===== src/rtl/apb_master_fsm.sv =====
// apb_master_fsm: APB3 requester. It accepts one command at a time on a valid/ready stream,
// runs it as a SETUP/ACCESS transfer, and returns the result on a valid/ready response stream.
// PREADY wait states are honoured. A stalled transfer is aborted after TIMEOUT consecutive
// PREADY-low ACCESS cycles. TIMEOUT = 0 disables the abort.
//
// Ports:
//   PCLK, PRESETn                   clock; asynchronous active-low reset
//   cmd_valid/cmd_ready             command handshake (cmd_ready is high only in IDLE)
//   cmd_write/cmd_addr/cmd_wdata    command fields; cmd_wdata is ignored for reads
//   rsp_valid/rsp_ready             response handshake
//   rsp_rdata/rsp_err/rsp_timeout   response fields
//   PSEL/PENABLE/PWRITE/PADDR/PWDATA   APB requester outputs (registered)
//   PRDATA/PREADY/PSLVERR           APB completer inputs
module apb_master_fsm #(
  parameter int unsigned ADDR_W  = 32,
  parameter int unsigned DATA_W  = 32,
  parameter int unsigned TIMEOUT = 255
) (
  input  logic              PCLK,
  input  logic              PRESETn,
  input  logic              cmd_valid,
  output logic              cmd_ready,
  input  logic              cmd_write,
  input  logic [ADDR_W-1:0] cmd_addr,
  input  logic [DATA_W-1:0] cmd_wdata,
  output logic              rsp_valid,
  input  logic              rsp_ready,
  output logic [DATA_W-1:0] rsp_rdata,
  output logic              rsp_err,
  output logic              rsp_timeout,
  output logic              PSEL,
  output logic              PENABLE,
  output logic              PWRITE,
  output logic [ADDR_W-1:0] PADDR,
  output logic [DATA_W-1:0] PWDATA,
  input  logic [DATA_W-1:0] PRDATA,
  input  logic              PREADY,
  input  logic              PSLVERR
);

  localparam int unsigned CNT_W = (TIMEOUT == 0) ? 1 : $clog2(TIMEOUT + 1);
  localparam logic [CNT_W-1:0] CNT_MAX = '1;
  localparam logic [CNT_W-1:0] CNT_LIM = CNT_W'(TIMEOUT);

  typedef enum logic [1:0] {StIdle, StSetup, StAccess, StResp} state_e;

  state_e              r_state, w_state_nxt;
  logic                r_psel, w_psel_nxt;
  logic                r_penable, w_penable_nxt;
  logic                r_pwrite, w_pwrite_nxt;
  logic [ADDR_W-1:0]   r_paddr, w_paddr_nxt;
  logic [DATA_W-1:0]   r_pwdata, w_pwdata_nxt;
  logic                r_rsp_valid, w_rsp_valid_nxt;
  logic [DATA_W-1:0]   r_rsp_rdata, w_rsp_rdata_nxt;
  logic                r_rsp_err, w_rsp_err_nxt;
  logic                r_rsp_timeout, w_rsp_timeout_nxt;
  logic [CNT_W-1:0]    r_cnt, w_cnt_nxt;
  logic [CNT_W-1:0]    w_cnt_inc;
  logic                w_timeout_hit;

  // Saturating increment: the wait counter must never wrap back below the limit.
  assign w_cnt_inc     = (r_cnt == CNT_MAX) ? r_cnt : r_cnt + 1'b1;
  // Evaluated on the PREADY-low path only, so PREADY=1 on the limit cycle completes normally.
  assign w_timeout_hit = (TIMEOUT != 0) && (w_cnt_inc == CNT_LIM);

  always_ff @(posedge PCLK or negedge PRESETn) begin
    if (!PRESETn) begin
      r_state       <= StIdle;
      r_psel        <= 1'b0;
      r_penable     <= 1'b0;
      r_pwrite      <= 1'b0;
      r_paddr       <= '0;
      r_pwdata      <= '0;
      r_rsp_valid   <= 1'b0;
      r_rsp_rdata   <= '0;
      r_rsp_err     <= 1'b0;
      r_rsp_timeout <= 1'b0;
      r_cnt         <= '0;
    end else begin
      r_state       <= w_state_nxt;
      r_psel        <= w_psel_nxt;
      r_penable     <= w_penable_nxt;
      r_pwrite      <= w_pwrite_nxt;
      r_paddr       <= w_paddr_nxt;
      r_pwdata      <= w_pwdata_nxt;
      r_rsp_valid   <= w_rsp_valid_nxt;
      r_rsp_rdata   <= w_rsp_rdata_nxt;
      r_rsp_err     <= w_rsp_err_nxt;
      r_rsp_timeout <= w_rsp_timeout_nxt;
      r_cnt         <= w_cnt_nxt;
    end
  end

  always_comb begin
    w_state_nxt       = r_state;
    w_psel_nxt        = r_psel;
    w_penable_nxt     = r_penable;
    w_pwrite_nxt      = r_pwrite;
    w_paddr_nxt       = r_paddr;
    w_pwdata_nxt      = r_pwdata;
    w_rsp_valid_nxt   = r_rsp_valid;
    w_rsp_rdata_nxt   = r_rsp_rdata;
    w_rsp_err_nxt     = r_rsp_err;
    w_rsp_timeout_nxt = r_rsp_timeout;
    w_cnt_nxt         = r_cnt;
    unique case (r_state)
      StIdle: begin
        // cmd_ready is implied here, so cmd_valid alone completes the handshake.
        if (cmd_valid) begin
          w_state_nxt   = StSetup;
          w_psel_nxt    = 1'b1;
          w_penable_nxt = 1'b0;
          w_pwrite_nxt  = cmd_write;
          w_paddr_nxt   = cmd_addr;
          w_pwdata_nxt  = cmd_write ? cmd_wdata : '0;
        end
      end
      StSetup: begin
        w_state_nxt   = StAccess;
        w_penable_nxt = 1'b1;
        w_cnt_nxt     = '0;
      end
      StAccess: begin
        if (PREADY) begin
          w_state_nxt       = StResp;
          w_psel_nxt        = 1'b0;
          w_penable_nxt     = 1'b0;
          w_rsp_valid_nxt   = 1'b1;
          w_rsp_rdata_nxt   = r_pwrite ? '0 : PRDATA;
          w_rsp_err_nxt     = PSLVERR;
          w_rsp_timeout_nxt = 1'b0;
        end else begin
          w_cnt_nxt = w_cnt_inc;
          if (w_timeout_hit) begin
            w_state_nxt       = StResp;
            w_psel_nxt        = 1'b0;
            w_penable_nxt     = 1'b0;
            w_rsp_valid_nxt   = 1'b1;
            w_rsp_rdata_nxt   = '0;
            w_rsp_err_nxt     = 1'b1;
            w_rsp_timeout_nxt = 1'b1;
          end
        end
      end
      StResp: begin
        if (rsp_ready) begin
          w_state_nxt     = StIdle;
          w_rsp_valid_nxt = 1'b0;
        end
      end
      default: w_state_nxt = StIdle;
    endcase
  end

  assign cmd_ready   = (r_state == StIdle);
  assign rsp_valid   = r_rsp_valid;
  assign rsp_rdata   = r_rsp_rdata;
  assign rsp_err     = r_rsp_err;
  assign rsp_timeout = r_rsp_timeout;
  assign PSEL        = r_psel;
  assign PENABLE     = r_penable;
  assign PWRITE      = r_pwrite;
  assign PADDR       = r_paddr;
  assign PWDATA      = r_pwdata;

endmodule


===== config.mk =====
export PLATFORM = sky130hd
export DESIGN_NAME = apb_master_fsm
export DESIGN_NICKNAME = d
export VERILOG_FILES = /design/src/rtl/apb_master_fsm.sv
export SDC_FILE = /design/constraint.sdc
export NUM_CORES = 1
export LEC_CHECK = 0
export ABC_AREA = 1
export CAP_MARGIN = 25
export CORE_ASPECT_RATIO = 0.5
export CORE_MARGIN = 2
export CORE_UTILIZATION = 45
export CTS_CLUSTER_DIAMETER = 150
export DETAILED_ROUTE_END_ITERATION = 10
export MAX_ROUTING_LAYER = met4
export PLACE_DENSITY = 0.87
export SYNTH_ARGS = -nofsm -noshare
export SYNTH_HDL_FRONTEND = slang
export SYNTH_SLANG_ARGS = --single-unit

===== constraint.sdc =====
create_clock -name PCLK -period 5.15 [get_ports PCLK]
set_input_delay 1.03 -clock PCLK [delete_from_list [all_inputs] [get_ports PCLK]]
set_output_delay 1.03 -clock PCLK [all_outputs]
set_load 0.01 [all_outputs]

==> results.py, run 1 <==
metrics = {
    "floorplanning": {
        "initial_core_util_pct": 46.1,
        "dieHeight_um": 76.3,
        "rows": 26,
        "dieArea_um2": 11300,
        "io-pin-count": 206,
        "die_x_um": 149,
        "core_um2": 10200,
    },
    "synth": {
        "synth_warnings": 0,
        "yosys_register_bits": 112,
        "synth_edf_count": 0,
        "synth.net_count": 661,
        "ys_types": 23,
        "synth_cells": 553,
        "synth_async_sr_flop_share_pct": 100,
        "synth_xor_area_share_pct": 0.186,
        "synth.avg_cell_area_um2": 8.50,
        "yosysSeqAreaShare_pct": 59.7,
        "syn_area_um2": 4700,
        "yosys.area_share.simple_pct": 25.6,
        "synth_fa_ha_area_share_pct": 1.33,
        "synth_top_family_by_area": "simple AND/OR/NAND/NOR gates",
        "synth.mux.area_fraction_pct": 0,
        "synth-main-ff-cell": "dfrtp_1",
        "synth_compound_area_share_pct": 8.89,
    },
    "timing": {
        "grt_setup_unrepaired": "no",
        "post-route-min-period_ps": 2670,
        "fin_tns_setup_ps": 0,
        "tightest_slew_ps": 850,
        "setup_viol": 0,
        "clock_skew_ps": 5.59,
        "relSlewSlack_pct": 43.4,
        "slew_violations": 0,
        "finalCritPeriodShare_pct": 51.8,
        "fmaxAchievable_ghz": 0.375,
        "finalHoldViolCount": 0,
    },
    "clocking": {
        "clock_path_buffers": 2,
        "clock_tree.root_cell": "clkbuf_16",
        "clock-sinks": 112,
        "tritoncts": "yes",
        "cts_post_setup_buffers_inserted": 0,
        "cts_hold_buf": 0,
        "path_clk_slew_ps": 70,
        "clock_latency_ps": 340,
        "ctsResizeCount": 0,
        "numCtsBuffers": 9,
        "cts-htree-levels": 3,
    },
    "critical_path": {
        "cp.arrival_ps": 1640,
        "criticalPathCategory": "register to primary output",
        "cp-endpoint": "cmd_ready",
        "worst_setup_path_end_kind": "primary output",
        "ff2ff_setup_slack_ps": 3050,
        "rr_worst_depth": 13,
        "setup.worst_path.start": "r_state[0]$_DFFE_PN0P_",
        "required_ps": 4120,
        "r2r_end": "rsp_rdata[31]$_DFFE_PN0P_",
        "critPathLaunchType": "register",
        "worstPathMaxFanout": 4,
        "rr_startpoint": "r_cnt[1]$_DFFE_PN0P_",
    },
    "routing": {
        "drc_errors": 0,
        "initialDrtViolationCount": 239,
        "wire_per_inst_um": 13.8,
        "viasPerCell": 4.72,
        "antenna_left": 0,
        "firstDrtPassIters": 4,
        "vias": 4213,
        "totalWireLength_um": 12300,
    },
    "layout": {
        "final_nets": 855,
        "syn2layout_area_growth_pct": 53.4,
        "final_cells": 892,
        "diodes": 0,
        "fillers": 782,
        "drive_above_1_share_pct": 4.65,
    },
    "hold_path": {
        "hold_class": "register to register",
    },
    "place": {
        "gp_congestion": 0.809,
        "io_buffers": 205,
        "dpl.hpwl_um": 8630,
        "placed_cells": 874,
    },
    "outcome": {
        "status": "finished, final reports clean",
    },
    "grt": {
        "grt_pass1_vias": 4099,
        "grt-ovfl-total": 0,
        "antenna_found_initial": 0,
        "grtUsageTotal_pct": 23.1,
        "grt_pass1_wl_um": 20300,
        "grt_start_max_net_pins": 99,
    },
    "pwr": {
        "ir_drop_v": 0.000245,
        "leakagePower_uw": 0.00332,
        "powerDensity_nw_per_um2": 542,
    },
    "flow_run": {
        "maxCapViolations": 0,
    },
}
synth_stat cells, types with 2 or more instances:
library cell	number	area (um^2)
nand2_1	276	1040
dfrtp_1	112	2800
o21ai_0	57	285
clkbuf_1	21	78.8
inv_1	18	67.6
o21ai_1	17	85.1
nand3_1	12	60.1
nor2_1	12	45.0
ha_1	5	62.6
o21ai_2	4	35.0
buf_6	3	33.8
nand4_1	3	18.8
buf_2	2	10.0
nand2_2	2	12.5
routing by layer:
layer / routed length (um) / track usage (%)
met1: 4940 / 26.0
met2: 6520 / 41.2
met3: 512 / 4.67
met4: 324 / 8.19
met5: 0 / -
state kept, by name, summed over array words and instances (netlist names):
register     flops
PENABLE          1
rsp_valid        1
PADDR           32
rsp_err          1
rsp_rdata       32
rsp_timeout      1
r_state          2
PWRITE           1
PWDATA          32
PSEL             1
r_cnt            8
worst min path at each step:
stage | start | endpoint | cells past startpoint
2_1_floorplan | r_state[1]$_DFFE_PN0P_ | r_state[1]$_DFFE_PN0P_ | 2
3_3_place_gp | rsp_valid$_DFFE_PN0P_ | rsp_valid$_DFFE_PN0P_ | 2
3_5_place_dp | PADDR[26]$_DFFE_PN0P_ | PADDR[26]$_DFFE_PN0P_ | 2
4_1_cts | PADDR[4]$_DFFE_PN0P_ | PADDR[4]$_DFFE_PN0P_ | 2
5_1_grt | PENABLE$_DFFE_PN0P_ | PENABLE$_DFFE_PN0P_ | 2
6_report | PADDR[4]$_DFFE_PN0P_ | PADDR[4]$_DFFE_PN0P_ | 2
where the power goes:
group	internal (uW)	switching, uW	total [uW]
registers	1250	217	1470
logic	915	813	1730
clock network	393	318	710
total	2560	1350	3900
worst max-delay path: stages, from the launching register on:
cell	delay [ps]
dfrtp_1	430
inv_1	100
ha_1	210
clkdlybuf4s50_1	560
through the flow:
step / worst slack [ps] / instance area [um^2] / power [uW] / hold WS (ps) / util [%]
floorplan: 3240 / 4700 / 2210 / 492 / -
finish: 2480 / 7210 / 3900 / 480 / 70.8
global route: 2380 / 7210 / 4160 / 497 / 70.8
global placement: 2230 / 6810 / 3120 / 457 / 66.9
detailed placement: 2270 / 6850 / 3190 / 464 / 67.3
CTS: 2470 / 7160 / 3920 / 483 / 70.3
final cells by class:
| class | instances | area (um^2) | share of cell area (%) |
|---|---|---|---|
| clock buffer | 10 | 239 | 3.32 |
| clock inverter | 6 | 67.6 | 0.938 |
| inverter | 19 | 71.3 | 0.990 |
| multi-input combinational | 394 | 1700 | 23.5 |
| sequential | 112 | 2800 | 38.9 |
| tap | 140 | 175 | 2.43 |
| timing repair buffer | 211 | 2150 | 29.9 |
kinds of logic after synthesis:
group,Yosys count
AND/OR/NAND/NOR,308
flip-flops,112
AO/OA/AOI/OAI,80
buffers and inverters,47
adder cells (fa/ha/maj),5
XOR/XNOR,1
placed cells by master, fill, tap and decap left out, drive strengths merged:
| master | n |
|---|---|
| clkdlybuf4s50 | 204 |
| clkinv | 2 |
| nor2 | 13 |
| dfrtp | 112 |
| or2 | 1 |
| bufinv | 1 |
| o21bai | 1 |
| ha | 5 |
| o21ai | 78 |
| clkinvlp | 2 |
| buf | 7 |
| clkbuf | 10 |
| nand3 | 12 |
| inv | 20 |
| nand4 | 3 |
| a21oi | 1 |
| xnor2 | 1 |
| nand2 | 279 |
Power figures use the tool's default switching activity.
==> run 2: changes to the inputs <==
- CORE_UTILIZATION: 45 -> 42
- PLACE_DENSITY: 0.87 -> 0.82
- clock period: 5.15 -> 2.8 ns (I/O delays scaled with it)
==> run 2 against run 1 <==
Sequential share of layout area down 0.19 points. Critical path type unchanged. First-iteration DRC count up 6.7%. Combinational power up 83%. Worst setup slack worse by 1900 ps. Sequential cell count unchanged. Non-clock buffer count up 5. Clock-buffer cell count unchanged. Critical path depth unchanged. Cell count up 1.1%. Via count up 0.38%. Largest power group unchanged. Clock power up 110%. Design area up 0.49%.
==> results.py, run 2 (synthesized netlist as in run 1, its figures left out) <==
metrics = {
    "outcome": {
        "status": "finished, final reports clean",
    },
    "clocking": {
        "cts_hold_buf": 0,
        "clock_path_buffers": 2,
        "cts-htree-levels": 3,
        "numCtsBuffers": 9,
        "clock_latency_ps": 340,
        "clock_tree.root_cell": "clkbuf_16",
        "cts_post_setup_buffers_inserted": 0,
        "tritoncts": "yes",
        "path_clk_slew_ps": 70,
        "clock-sinks": 112,
        "ctsResizeCount": 0,
    },
    "pwr": {
        "internal_power_uw": 4840,
        "powerDensity_nw_per_um2": 1010,
        "seqPwrFrac_pct": 36.8,
        "p_switching_uw": 2500,
        "switching_share_pct": 34.0,
        "power_uw": 7340,
        "clkPwrFrac_pct": 20.0,
        "p_comb_share_pct": 43.2,
        "leakagePower_uw": 0.00335,
        "ir_drop_v": 0.000449,
    },
    "critical_path": {
        "crit_chain": "inv_1 > ha_1 > clkdlybuf4s50_1",
        "crit_slowest_cell": "clkdlybuf4s50_1",
        "critPathLaunchType": "register",
        "max_stage_delay_ps": 570,
        "timing.critical_path.buf_inv": 2,
        "crit_family": "buffers and inverters",
        "required_ps": 2240,
        "cp.arrival_ps": 1660,
        "worst_setup_path_end_kind": "primary output",
        "setup.worst_path.start": "r_state[0]$_DFFE_PN0P_",
        "rr_startpoint": "r_cnt[1]$_DFFE_PN0P_",
        "worstPathMaxFanout": 4,
        "criticalPathCategory": "register to primary output",
    },
    "timing": {
        "slew_violations": 0,
        "grt_setup_unrepaired": "no",
        "fin_tns_setup_ps": 0,
        "finalCritPeriodShare_pct": 79.3,
        "finalHoldViolCount": 0,
        "setup_viol": 0,
        "post-route-min-period_ps": 2220,
        "relSlewSlack_pct": 48.6,
        "fmaxAchievable_ghz": 0.451,
        "hold_slack_ps": 275,
        "clock_skew_ps": 6.07,
        "tightest_slew_ps": 770,
    },
    "place": {
        "io_buffers": 205,
        "dpl.hpwl_um": 9040,
        "gp_congestion": 0.829,
    },
    "grt": {
        "grt_pass1_wl_um": 20200,
        "grt-ovfl-total": 0,
        "grtUsageTotal_pct": 21.4,
        "grt_start_max_net_pins": 59,
        "antenna_found_initial": 0,
        "grt_pass1_vias": 4117,
    },
    "floorplanning": {
        "dieArea_um2": 12100,
        "core_um2": 10900,
        "io-pin-count": 206,
        "dieHeight_um": 78.8,
        "initial_core_util_pct": 42.9,
        "die_x_um": 154,
        "rows": 27,
    },
    "routing": {
        "viasPerCell": 4.69,
        "totalWireLength_um": 12700,
        "initialDrtViolationCount": 255,
        "vias": 4229,
        "firstDrtPassIters": 4,
        "antenna_left": 0,
        "wire_per_inst_um": 14.0,
        "drc_errors": 0,
    },
    "layout": {
        "final_nets": 860,
        "layout_commonest_cell": "nand2_1",
        "syn2layout_area_growth_pct": 54.1,
        "diodes": 0,
        "mostFrequentLayoutCells": "nand2_1 (275), clkdlybuf4s50_1 (204), dfrtp_1 (112), o21ai_0 (57), inv_1 (18)",
        "fillers": 904,
        "drive_above_1_share_pct": 5.15,
    },
    "flow_run": {
        "maxCapViolations": 0,
    },
    "hold_path": {
        "hold_class": "input port to asynchronous set/reset pin",
    },
}
## run 2: final timing paths
kind,endpoint,cells after the start,slack [ps]
setup / recovery,cmd_ready,3,580
hold / removal,PWDATA[25]$_DFFE_PN0P_,1,280
max in group asynchronous,rsp_rdata[21]$_DFFE_PN0P_,2,1730
hold reg to reg,PADDR[6]$_DFFE_PN0P_,2,480
min in group PCLK,PADDR[6]$_DFFE_PN0P_,2,480
setup reg to reg,rsp_rdata[26]$_DFFE_PN0P_,14,680
## run 2: worst register-to-register path, cell delays in order (launching register included)
cell,delay [ps]
dfrtp_1,420
ha_1,250
nand3_1,140
inv_2,120
nand2_4,70
nand2_1,60
nand2_1,70
nand2_1,70
nor2_1,30
nand2_1,80
nand2_1,60
nand2_2,200
buf_12,270
nand2_1,110
o21ai_1,90
## run 2: layout make-up
type                            instances  area, um^2  area share (%)
Clock buffer                           10         229            3.16
Clock inverter                          6         116            1.61
Inverter                               19        71.3           0.985
Multi-Input combinational cell        394        1700            23.4
Sequential cell                       112        2800            38.7
Tap cell                              145         181            2.51
Timing Repair Buffer                  216        2140            29.6
## run 2: metrics by stage
stage | cells | utilization [%] | area (um^2) | setup slack, ps
3_3_place_gp | 886 | 63.0 | 6900 | 820
2_1_floorplan | 553 | - | 4700 | 1000
4_1_cts | 902 | 66.2 | 7240 | 578
3_5_place_dp | 886 | 63.0 | 6900 | 724
6_report | 902 | 66.2 | 7240 | 581
5_1_grt | 902 | 66.2 | 7240 | 439
## run 2: per-layer routing
layer,global-route usage [%],wire (um)
met1,25.9,5460
met2,36.5,6380
met3,4.04,431
met4,7.98,384
met5,-,0
## run 2: power groups by stage
stage               registers (uW)  clock network [uW]  logic [uW]
floorplan                     2980                   0        1080
global placement              2690                   0        3110
detailed placement            2700                   0        3190
CTS                           2700                1500        3210
global route                  2780                1570        3470
finish                        2700                1470        3170
==> run 3: changes to the inputs <==
- clock period: 2.8 -> 2.1 ns (I/O delays scaled with it)
==> run 3 against run 2 <==
Via count up 1.6%. Worst setup slack worse by 420 ps. Total power up 32%. Clock power up 20%. Clock-buffer cell count down 1. Cell count up 0.22%. Worst hold slack worse by 270 ps. Die area unchanged. First-iteration DRC count up 32%. Combinational power up 37%. Critical endpoint is now rsp_rdata[4]$_DFFE_PN0P_. Highest routed layer unchanged.
==> results.py, run 3 (synthesized netlist as in run 1, its figures left out) <==
metrics = {
    "floorplanning": {
        "core_um2": 10900,
        "rows": 27,
        "io-pin-count": 206,
        "dieHeight_um": 78.8,
        "dieArea_um2": 12100,
        "die_x_um": 154,
        "initial_core_util_pct": 42.9,
    },
    "critical_path": {
        "cp.arrival_ps": 2180,
        "critPathLaunchType": "register",
        "required_ps": 2330,
        "worst_setup_path_end_kind": "register",
        "criticalPathCategory": "register to register",
        "worstPathMaxFanout": 22,
    },
    "place": {
        "dpl.hpwl_um": 9070,
        "placed_cells": 885,
        "io_buffers": 205,
        "gp_congestion": 0.834,
    },
    "timing": {
        "fin_tns_setup_ps": 0,
        "slew_violations": 0,
        "finalCritPeriodShare_pct": 92.5,
        "setup_viol": 0,
        "fmaxAchievable_ghz": 0.515,
        "finalHoldViolCount": 0,
        "grt_setup_unrepaired": "yes",
        "post-route-min-period_ps": 1940,
        "relSlewSlack_pct": 62.8,
        "tightest_slew_ps": 557,
        "clock_skew_ps": 6.71,
    },
    "grt": {
        "antenna_found_initial": 0,
        "grt-ovfl-total": 0,
        "grt_start_max_net_pins": 61,
        "grt_pass1_wl_um": 20500,
        "grtUsageTotal_pct": 21.7,
        "grt_pass1_vias": 4194,
    },
    "layout": {
        "layout_commonest_cell": "nand2_1",
        "mostFrequentLayoutCells": "nand2_1 (275), clkdlybuf4s50_1 (203), dfrtp_1 (112), o21ai_0 (55), o21ai_1 (19)",
        "drive_above_1_share_pct": 5.67,
        "syn2layout_area_growth_pct": 55.3,
        "final_cells": 904,
        "final_nets": 862,
        "diodes": 0,
    },
    "hold_path": {
        "hold_class": "input port to asynchronous set/reset pin",
    },
    "pwr": {
        "p_comb_share_pct": 44.8,
        "powerDensity_nw_per_um2": 1330,
        "p_switching_uw": 3390,
        "switching_share_pct": 34.9,
        "seqPwrFrac_pct": 37.0,
        "power_uw": 9690,
        "clkPwrFrac_pct": 18.2,
        "internal_power_uw": 6310,
        "leakagePower_uw": 0.00338,
        "ir_drop_v": 0.000712,
    },
    "routing": {
        "viasPerCell": 4.75,
        "wire_per_inst_um": 14.1,
        "drc_errors": 0,
        "firstDrtPassIters": 5,
        "antenna_left": 0,
        "vias": 4297,
        "totalWireLength_um": 12800,
        "initialDrtViolationCount": 337,
    },
    "flow_run": {
        "maxCapViolations": 0,
    },
    "clocking": {
        "cts-htree-levels": 3,
        "clock_latency_ps": 350,
        "clock_tree.root_cell": "clkbuf_16",
        "clock_path_buffers": 2,
        "path_clk_slew_ps": 80,
        "tritoncts": "yes",
        "numCtsBuffers": 9,
        "cts_hold_buf": 0,
        "clock-sinks": 112,
    },
    "outcome": {
        "status": "finished, final reports clean",
    },
}
==> run 3: path summary, 6_finish.rpt <==
path                                       start                        to  slack [ps]  cells after the start
min                                      PRESETn    PWDATA[30]$_DFFE_PN0P_           9                      1
max in group asynchronous                PRESETn      PADDR[6]$_DFFE_PN0P_        1430                      2
max reg2reg                 r_cnt[1]$_DFFE_PN0P_  rsp_rdata[4]$_DFFE_PN0P_         160                     13
min reg2reg                rsp_valid$_DFFE_PN0P_     rsp_valid$_DFFE_PN0P_         480                      2
min in group PCLK          rsp_valid$_DFFE_PN0P_     rsp_valid$_DFFE_PN0P_         480                      2
max                         r_cnt[1]$_DFFE_PN0P_  rsp_rdata[4]$_DFFE_PN0P_         160                     13
==> run 3: per-stage QoR <==
step	setup slack [ps]	area (um^2)	utilization, %	hold WS [ps]
finish	157	7300	66.7	8.51
global route	-48.0	7300	66.7	31.4
global placement	227	6930	63.3	393
floorplan	300	4700	-	124
CTS	24.1	7230	66.1	12.3
detailed placement	121	6930	63.3	393
==> run 3: cell type report <==
cell class	count	area (um^2)
fill	877	3650
sequential	112	2800
timing repair buffer	218	2220
multi-input combinational	394	1710
clock buffer	9	225
tap	145	181
clock inverter	7	80.1
inverter	19	71.3
==> run 3: timing repair <==
| item | CTS | global route |
|---|---|---|
| gates resized for setup | 0 | 8 |
| endpoints found under the setup margin | 0 | 40 |
| buffers inserted | 0 | 2 |
| endpoints found under the hold margin | 0 | 0 |
==> run 3: layer usage <==
layer	global-route usage, %	share of wire (%)	up-vias
li1	-	-	2138
met3	4.15	4.0	25
met4	8.53	2.9	0
met2	37.4	51	113
met5	-	0	-
met1	25.8	42	2021
==> run 3: critical path: stages (launching register included) <==
cell	delay, ps
dfrtp_1	440
ha_4	180
nand3_1	110
inv_2	120
nand2_4	80
nand3_1	100
nand3_1	70
nor2_1	110
nand2_1	90
nand2_1	110
nand2_4	90
clkbuf_16	200
nand2_1	60
o21ai_0	70
==> run 3: power groups by stage <==
stage                     logic (uW)  clock network, uW  registers (uW)
final                           4340               1760            3590
after global routing            4770               1870            3710
after CTS                       4330               1810            3580
after detailed placement        4320                  0            3600
after global placement          4200                  0            3580
after floorplan                 1430                  0            3980
